==> src/rtl/ctrl_seq.sv <==
// Micro-step sequencer and opcode decoder for the 8-bit CPU.
// It produces one control word per clock from the step counter, the opcode and the ALU flags.
module ctrl_seq (
  input  logic       clk,
  input  logic       rst_n,
  input  logic       step_en,
  input  logic [3:0] ir_op_4,
  input  logic       flag_c,
  input  logic       flag_z,
  output logic       pc_out,
  output logic       pc_inc,
  output logic       pc_load,
  output logic       mar_in,
  output logic       ram_in,
  output logic       ram_out,
  output logic       ir_in,
  output logic       ir_out,
  output logic       a_in,
  output logic       a_out,
  output logic       b_in,
  output logic       alu_out,
  output logic       alu_sub,
  output logic       flags_in,
  output logic       out_in,
  output logic       halt,
  output logic [2:0] step_3
);

  localparam logic [3:0] OP_LDA = 4'b0000;
  localparam logic [3:0] OP_ADD = 4'b0001;
  localparam logic [3:0] OP_SUB = 4'b0010;
  localparam logic [3:0] OP_STA = 4'b0100;
  localparam logic [3:0] OP_LDI = 4'b0101;
  localparam logic [3:0] OP_JMP = 4'b0110;
  localparam logic [3:0] OP_JC  = 4'b0111;
  localparam logic [3:0] OP_JZ  = 4'b1000;
  localparam logic [3:0] OP_OUT = 4'b1110;
  localparam logic [3:0] OP_HLT = 4'b1111;

  typedef enum logic [2:0] {
    ST_0 = 3'd0,
    ST_1 = 3'd1,
    ST_2 = 3'd2,
    ST_3 = 3'd3,
    ST_4 = 3'd4
  } step_e;

  typedef struct packed {
    logic pc_out;
    logic pc_inc;
    logic pc_load;
    logic mar_in;
    logic ram_in;
    logic ram_out;
    logic ir_in;
    logic ir_out;
    logic a_in;
    logic a_out;
    logic b_in;
    logic alu_out;
    logic alu_sub;
    logic flags_in;
    logic out_in;
  } ctrl_t;

  step_e step_q, step_d;
  logic  halted_q, halted_d;
  ctrl_t ctrl;
  logic  advance;

  assign advance = step_en && !halted_q;

  always_ff @(posedge clk or negedge rst_n) begin
    if (!rst_n) begin
      step_q   <= ST_0;
      halted_q <= 1'b0;
    end else begin
      step_q   <= step_d;
      halted_q <= halted_d;
    end
  end

  always_comb begin
    ctrl     = '0;
    step_d   = ST_0;
    halted_d = halted_q;
    case (step_q)
      ST_0: begin
        ctrl.pc_out = 1'b1;
        ctrl.mar_in = 1'b1;
        step_d      = ST_1;
      end
      ST_1: begin
        ctrl.ram_out = 1'b1;
        ctrl.ir_in   = 1'b1;
        ctrl.pc_inc  = 1'b1;
        step_d       = ST_2;
      end
      ST_2: begin
        case (ir_op_4)
          OP_LDA, OP_ADD, OP_SUB, OP_STA: begin
            ctrl.ir_out = 1'b1;
            ctrl.mar_in = 1'b1;
            step_d      = ST_3;
          end
          OP_LDI: begin
            ctrl.ir_out = 1'b1;
            ctrl.a_in   = 1'b1;
          end
          OP_JMP: begin
            ctrl.ir_out  = 1'b1;
            ctrl.pc_load = 1'b1;
          end
          OP_JC: begin
            ctrl.ir_out  = 1'b1;
            ctrl.pc_load = flag_c;
          end
          OP_JZ: begin
            ctrl.ir_out  = 1'b1;
            ctrl.pc_load = flag_z;
          end
          OP_OUT: begin
            ctrl.a_out  = 1'b1;
            ctrl.out_in = 1'b1;
          end
          OP_HLT: begin
            halted_d = 1'b1;
            step_d   = ST_2;
          end
          default: ;
        endcase
      end
      ST_3: begin
        case (ir_op_4)
          OP_LDA: begin
            ctrl.ram_out = 1'b1;
            ctrl.a_in    = 1'b1;
          end
          OP_ADD, OP_SUB: begin
            ctrl.ram_out = 1'b1;
            ctrl.b_in    = 1'b1;
            step_d       = ST_4;
          end
          OP_STA: begin
            ctrl.a_out  = 1'b1;
            ctrl.ram_in = 1'b1;
          end
          default: ;
        endcase
      end
      ST_4: begin
        ctrl.alu_out  = 1'b1;
        ctrl.a_in     = 1'b1;
        ctrl.flags_in = 1'b1;
        ctrl.alu_sub  = (ir_op_4 == OP_SUB);
      end
      default: ;
    endcase
    // A stalled or halted sequencer keeps its state exactly as it is.
    if (!advance) begin
      step_d   = step_q;
      halted_d = halted_q;
    end
  end

  assign {pc_out, pc_inc, pc_load, mar_in, ram_in, ram_out, ir_in, ir_out,
          a_in, a_out, b_in, alu_out, alu_sub, flags_in, out_in}
         = (rst_n && advance) ? ctrl : '0;
  assign halt   = rst_n && halted_q;
  assign step_3 = step_q;

endmodule

==> config.mk <==
export PLATFORM = sky130hd
export DESIGN_NAME = ctrl_seq
export DESIGN_NICKNAME = d
export VERILOG_FILES = /design/src/rtl/ctrl_seq.sv
export SDC_FILE = /design/constraint.sdc
export NUM_CORES = 1
export LEC_CHECK = 0
export ABC_AREA = 1
export CAP_MARGIN = 20
export CORE_UTILIZATION = 32
export DETAILED_ROUTE_END_ITERATION = 16
export PLACE_DENSITY = 0.71
export SYNTH_ARGS = -nofsm -noshare
export SYNTH_HDL_FRONTEND = slang
export SYNTH_SLANG_ARGS = --single-unit
==> constraint.sdc <==
create_clock -name clk -period 1.1 [get_ports clk]
set_input_delay 0.11 -clock clk [delete_from_list [all_inputs] [get_ports clk]]
set_output_delay 0.11 -clock clk [all_outputs]
set_load 0.02 [all_outputs]
# After elaboration in Yosys (flattened, before gate mapping)
# Index checks and enable logic that the tools add are counted.
classes:
  mux: 25
  shift: 0
  n_mul: 0
  n_lt_le_gt_ge: 0
  n_div: 0
  bitwise_logic: 0
  n_reduce_logical: 11
  eq_ne: 13
  n_addsub: 0
ops:
  columns: ["op", "n"]
  rows:
  - ["== test 4 x 3 -> 1 bit, second input constant", 4]
  - ["two-way mux 1 bit", 15]
  - ["two-way mux 15 bit", 1]
  - ["== test 4 bit, second input constant", 3]
  - ["case mux 3 bit (4 select lines)", 1]
  - ["OR reduction 8 bit", 1]
  - ["== test 3 x 2 -> 1 bit, second input constant", 2]
  - ["two-way mux 3 bit", 2]
  - ["case mux 1 bit (2 select lines)", 3]
  - ["case mux 1 bit (3 select lines)", 2]
  - ["== test 4 x 1 -> 1 bit, second input constant", 1]
  - ["== test 4 x 2 -> 1 bit, second input constant", 1]
  - ["logical NOT 4 bit", 1]
  - ["case mux 2 bit (2 select lines)", 1]
  - ["OR reduction 4 bit", 1]
  - ["== test 3 x 1 -> 1 bit, second input constant", 1]
  - ["== test 3 bit, second input constant", 1]
  - ["logical AND 1 bit", 3]
  - ["logical NOT 3 bit", 1]
  - ["AND reduction 3 bit", 1]
  - ["OR reduction 3 bit", 1]
  - ["OR reduction 2 bit", 1]
  - ["logical NOT 1 bit", 1]
word_totals:
  mem_count: 0
  wordCells: 51
  in_bits: 9
  romBits: 0
  out_inout_bits: 19
  ramBits: 0
  latchBits: 0
  reg_bits: 4

# Logic depth before layout (Yosys ltp)
logic_depth:
  word_depth: 5
  ltp_mapped: 8
  depth_no_buf: 8

# Worst setup path after synthesis
# No wires, ideal clock.
synth_timing:
  path_kind: "reg2out"
  from: "reg step_q[0] (netlist: step_3[0])"
  to: "out pc_inc"
  t_arrival_ns: 1.299
  path_buffers: 1
  stages_incl_launch_ff: 6
  setup_slack_ns: -0.309
  path_cell_list: "dfrtp_1 -> inv_2 -> nor2_1 -> nand2_1 -> nor2_1 -> buf_4"
synth_between:
  elab_chain_len: 3
synth_lines:
  columns: ["element", "line_no", "source"]
  rows:
  - ["from (decl)", "66", "step_e step_q, step_d;"]
  - ["from (signal assigned)", "78", "step_q <= step_d;"]
  - ["== test 3 x 1 -> 1 bit", "87", "case (step_q)"]
  - ["two-way mux 1 bit", "87", null]
  - ["two-way mux 15 bit", "168", "= (rst_n && advance) ? ctrl : '0;"]
  - ["to (decl)", "11", "output logic pc_inc,"]
# Every way passes these cells.

# Final worst setup path
layout_timing:
  from: "reg halted_q"
  to: "out pc_out"
layout_between:
  elab_chain_len: 4
layout_lines:
  columns: ["element", "line_no", "source"]
  rows:
  - ["from (decl)", "67", "logic halted_q, halted_d;"]
  - ["from (signal assigned)", "79", "halted_q <= halted_d;"]
  - ["logical NOT 1 bit", "71", "assign advance = step_en && !halted_q;"]
  - ["logical AND 1 bit", "71", null]
  - ["logical AND 1 bit", "168", null]
  - ["two-way mux 15 bit", "168", null]
  - ["to (decl)", "10", "output logic pc_out,"]
# Every way passes these cells.

==> run summary <==
Outcome
- finished, violations left — run status
- setup timing — violated checks

Clock tree
- 4 — total clock sinks
- 2 — maximum buffer depth of the clock tree
- 250 ps — clock latency of the later-clocked register in the worst-skew pair
- done — TritonCTS clock tree
- 50 ps — Reg clk slew, reported paths
- clkbuf_4 — Root Driver
- 1 — CTS H-tree lvls
- 3 — TritonCTS buffer count

Die
- 1490 sq um — area of the core
- 41.8 um — die width
- 34.1% — Starting Density
- 28 — # IOs
- 1750 sq um — die area
- 14 — row count
- 41.8 um — overall die height

Logic synthesis
- dfrtp_1 — most instantiated flip-flop cell in the synthesis netlist
- 6.12 sq um — Avg Synthesized Cell Area
- 92 — syn nets
- 20 x nand2_1, 12 x inv_1, 8 x nor2_1 — most frequent cells after synthesis
- dfrtp_1 20%, nand2_1 15%, inv_1 8.9%, nor2_1 5.9%, nand2_2 4.9% — cell types with the largest area share after synthesis
- 508 sq um — synthesized cell area
- dfrtp_1 — post-synth top area cell
- 100% — post-synthesis async set-or-reset flop share
- 19.7% — sequential share of the synthesized area
- 0 — Post-synth EDFFs
- 4 — Yosys reg bits
- 19.7% — area share of the leading cell type in the synthesized netlist
- 0 — warning count from the yosys run
- 23 — count of different cell masters after synthesis
- 83 — gate count after technology mapping
- nand2_1 — cell with the most instances after synthesis

Global routing
- 3.19 mm — wire length of the first global-routing pass
- 8 — pin count of the biggest net entering global routing
- 0 — initial antenna violation count
- 790 — vias in the first global route
- 0 — remaining global-route overflow
- 23.6% — Total GRT Usage

Setup path
- reg -> out — critical path start-end classification
- 4 — biggest fanout along the worst timing path
- 1490 ps — WP data arrival
- 990 ps — worst path required time
- inv_2 -> nand2_4 -> nor2_4 -> inv_1 -> nor3_2 -> clkdlybuf4s15_2 — list of cells traversed by the critical path
- dfrtp_1 — Critical-path top delay cell
- flop — launching element type of the critical path
- primary output — kind of end point of the critical path
- 390 ps — critical path's largest stage delay

STA
- -499 ps — setup slack of the critical path after layout
- -6890 ps — final-layout setup total negative slack
- 1600 ps — Final Critical Period
- 518 ps — final-layout worst hold slack
- 0 — number of hold-slack violations in the final timing report
- 349 ps — pin slew with the least headroom to its limit
- 6.18 ps — Clock Skews
- true — setup repair after global routing missed its margin
- 0 — pins over their slew limit
- 626 MHz — fmax
- 76.5% — worst relative slew slack
- 18 — final setup violation count
- 145% — final worst path period share

Drt
- 4.93 — Via-to-Cell Ratio
- 6 — DRT Pass-1 Iters
- 2.12 mm — detailed-route wire length
- 803 — total vias in the final route
- 0 — total DRC errors in the routed layout
- 23 — violation count after the first detailed-route iteration
- 13.0 um — routed len/inst
- 0 — count of antenna-violating nets left after detailed routing

Power
- 0.654 nW — total leakage power
- 372 uV — Max VDD drop
- 31.5% — fraction of power spent switching nets
- 417 nW/um^2 — Cell Pwr Density
- 0.000358 W — Internal
- 43.1% — Clock Power Share
- 0.000164 W — switching power
- 28.7% — proportion of power drawn by combinational gates
- 28.2% — sequential fraction of design power

Job
- 0 — max-cap violations

Place
- 27 — total of buffers placed on input and output ports
- 1.34 mm — total half-perimeter wirelength after legalization and detailed placement
- 0.808 — last weighted congestion value of the routability-driven placer
- -913 ps — worst-case setup slack after placement
- 1050 sq um — DP Area

Hold path
- in -> async — class of the most critical hold timing path

Cells and area
- 0 — final antenna diode count
- 1250 sq um — final instance area
- 70.7% — fraction of layout instances using a drive strength above 1
- 147% — Layout area overhead
- 157 — net count of the finished layout
- 96 — number of fill cells

-- stage by stage --
step / power, W / util (%) / std cells
floorplan: 0.000197 / - / 83
global placement: 0.000281 / 70.3 / 148
detailed placement: 0.000283 / 70.3 / 148
CTS: 0.000511 / 77.7 / 157
global route: 0.000542 / 84.1 / 163
finish: 0.000522 / 84.1 / 163
-- what timing repair did --
action,in CTS,in global routing
endpoints found under the hold margin,0,4
pin swaps,7,9
endpoints found under the setup margin,22,22
resized for setup,108,23
setup buffers,6,5
hold buffers,0,1
-- worst max-delay path: cells and delay by family (launching register included) --
kind,cells,cell delay [ps]
buffers and inverters,3,520
DFF,1,390
and+or+nand+nor,3,320
-- layer usage --
| metal | track usage (%) | routed length, um | up-vias |
|---|---|---|---|
| met5 | 0 | 0 | - |
| met2 | 45.9 | 1230 | 29 |
| met1 | 24.4 | 770 | 381 |
| met3 | 2.61 | 76 | 6 |
| li1 | - | - | 387 |
| met4 | 11.6 | 44 | 0 |
-- area by class of cell --
| cell class | count | area (sq um) | share of cell area [%] |
|---|---|---|---|
| clock buffer | 4 | 26.3 | 2.10 |
| inverter | 18 | 75.1 | 5.99 |
| multi-input combinational | 59 | 478 | 38.2 |
| sequential | 4 | 104 | 8.29 |
| tap | 16 | 20.0 | 1.60 |
| timing repair buffer | 62 | 549 | 43.9 |
-- registers in the layout, summed over array words and instances (netlist names) --
register  count
halted_q      1
step_3        3
-- power by group through the flow --
stage	registers (W)	logic [W]	clock network (W)
floorplan	0.000150	0.0000475	0
global placement	0.000150	0.000131	0
detailed placement	0.000150	0.000133	0
CTS	0.000147	0.000134	0.000230
global route	0.000147	0.000161	0.000234
finish	0.000148	0.000150	0.000225
-- kinds of logic after synthesis --
family                 after synthesis  share of synthesized area (%)
flip-flops                           4                           19.7
AO/OA/AOI/OAI                        8                           9.85
buffers and inverters               20                           16.3
AND/OR/NAND/NOR                     51                           54.2
-- worst paths after layout --
| kind | startpoint | end | slack [ps] | cells after the start |
|---|---|---|---|---|
| min in group clk | ir_op_4[0] | step_3[2] | 540 | 5 |
| worst min-delay path | rst_n | halted_q | 520 | 4 |
| worst min register to register | step_3[2] | step_3[2] | 630 | 2 |
| max in group asynchronous | rst_n | step_3[0] | 460 | 4 |
| worst max register to register | step_3[2] | step_3[0] | -30 | 5 |
| worst max-delay path | halted_q | pc_out | -500 | 6 |
-- layout by cell type (no fill, tap or decap), types with 2 or more instances in the layout --
| master | count |
|---|---|
| dfrtp_2 | 3 |
| clkdlybuf4s50_1 | 3 |
| clkinv_1 | 2 |
| clkbuf_4 | 3 |
| inv_2 | 5 |
| inv_1 | 8 |
| buf_4 | 31 |
| inv_4 | 3 |
| nor2_2 | 2 |
| nand3_2 | 4 |
| nand3_1 | 2 |
| nand2_4 | 6 |
| nor2_4 | 9 |
| clkdlybuf4s15_2 | 3 |
| buf_6 | 16 |
| buf_2 | 2 |
| o21ai_1 | 3 |
| dlygate4sd2_1 | 4 |
| nand2_2 | 9 |
| nand2_1 | 11 |
| nand4_1 | 3 |
Power figures use the tool's default switching activity.
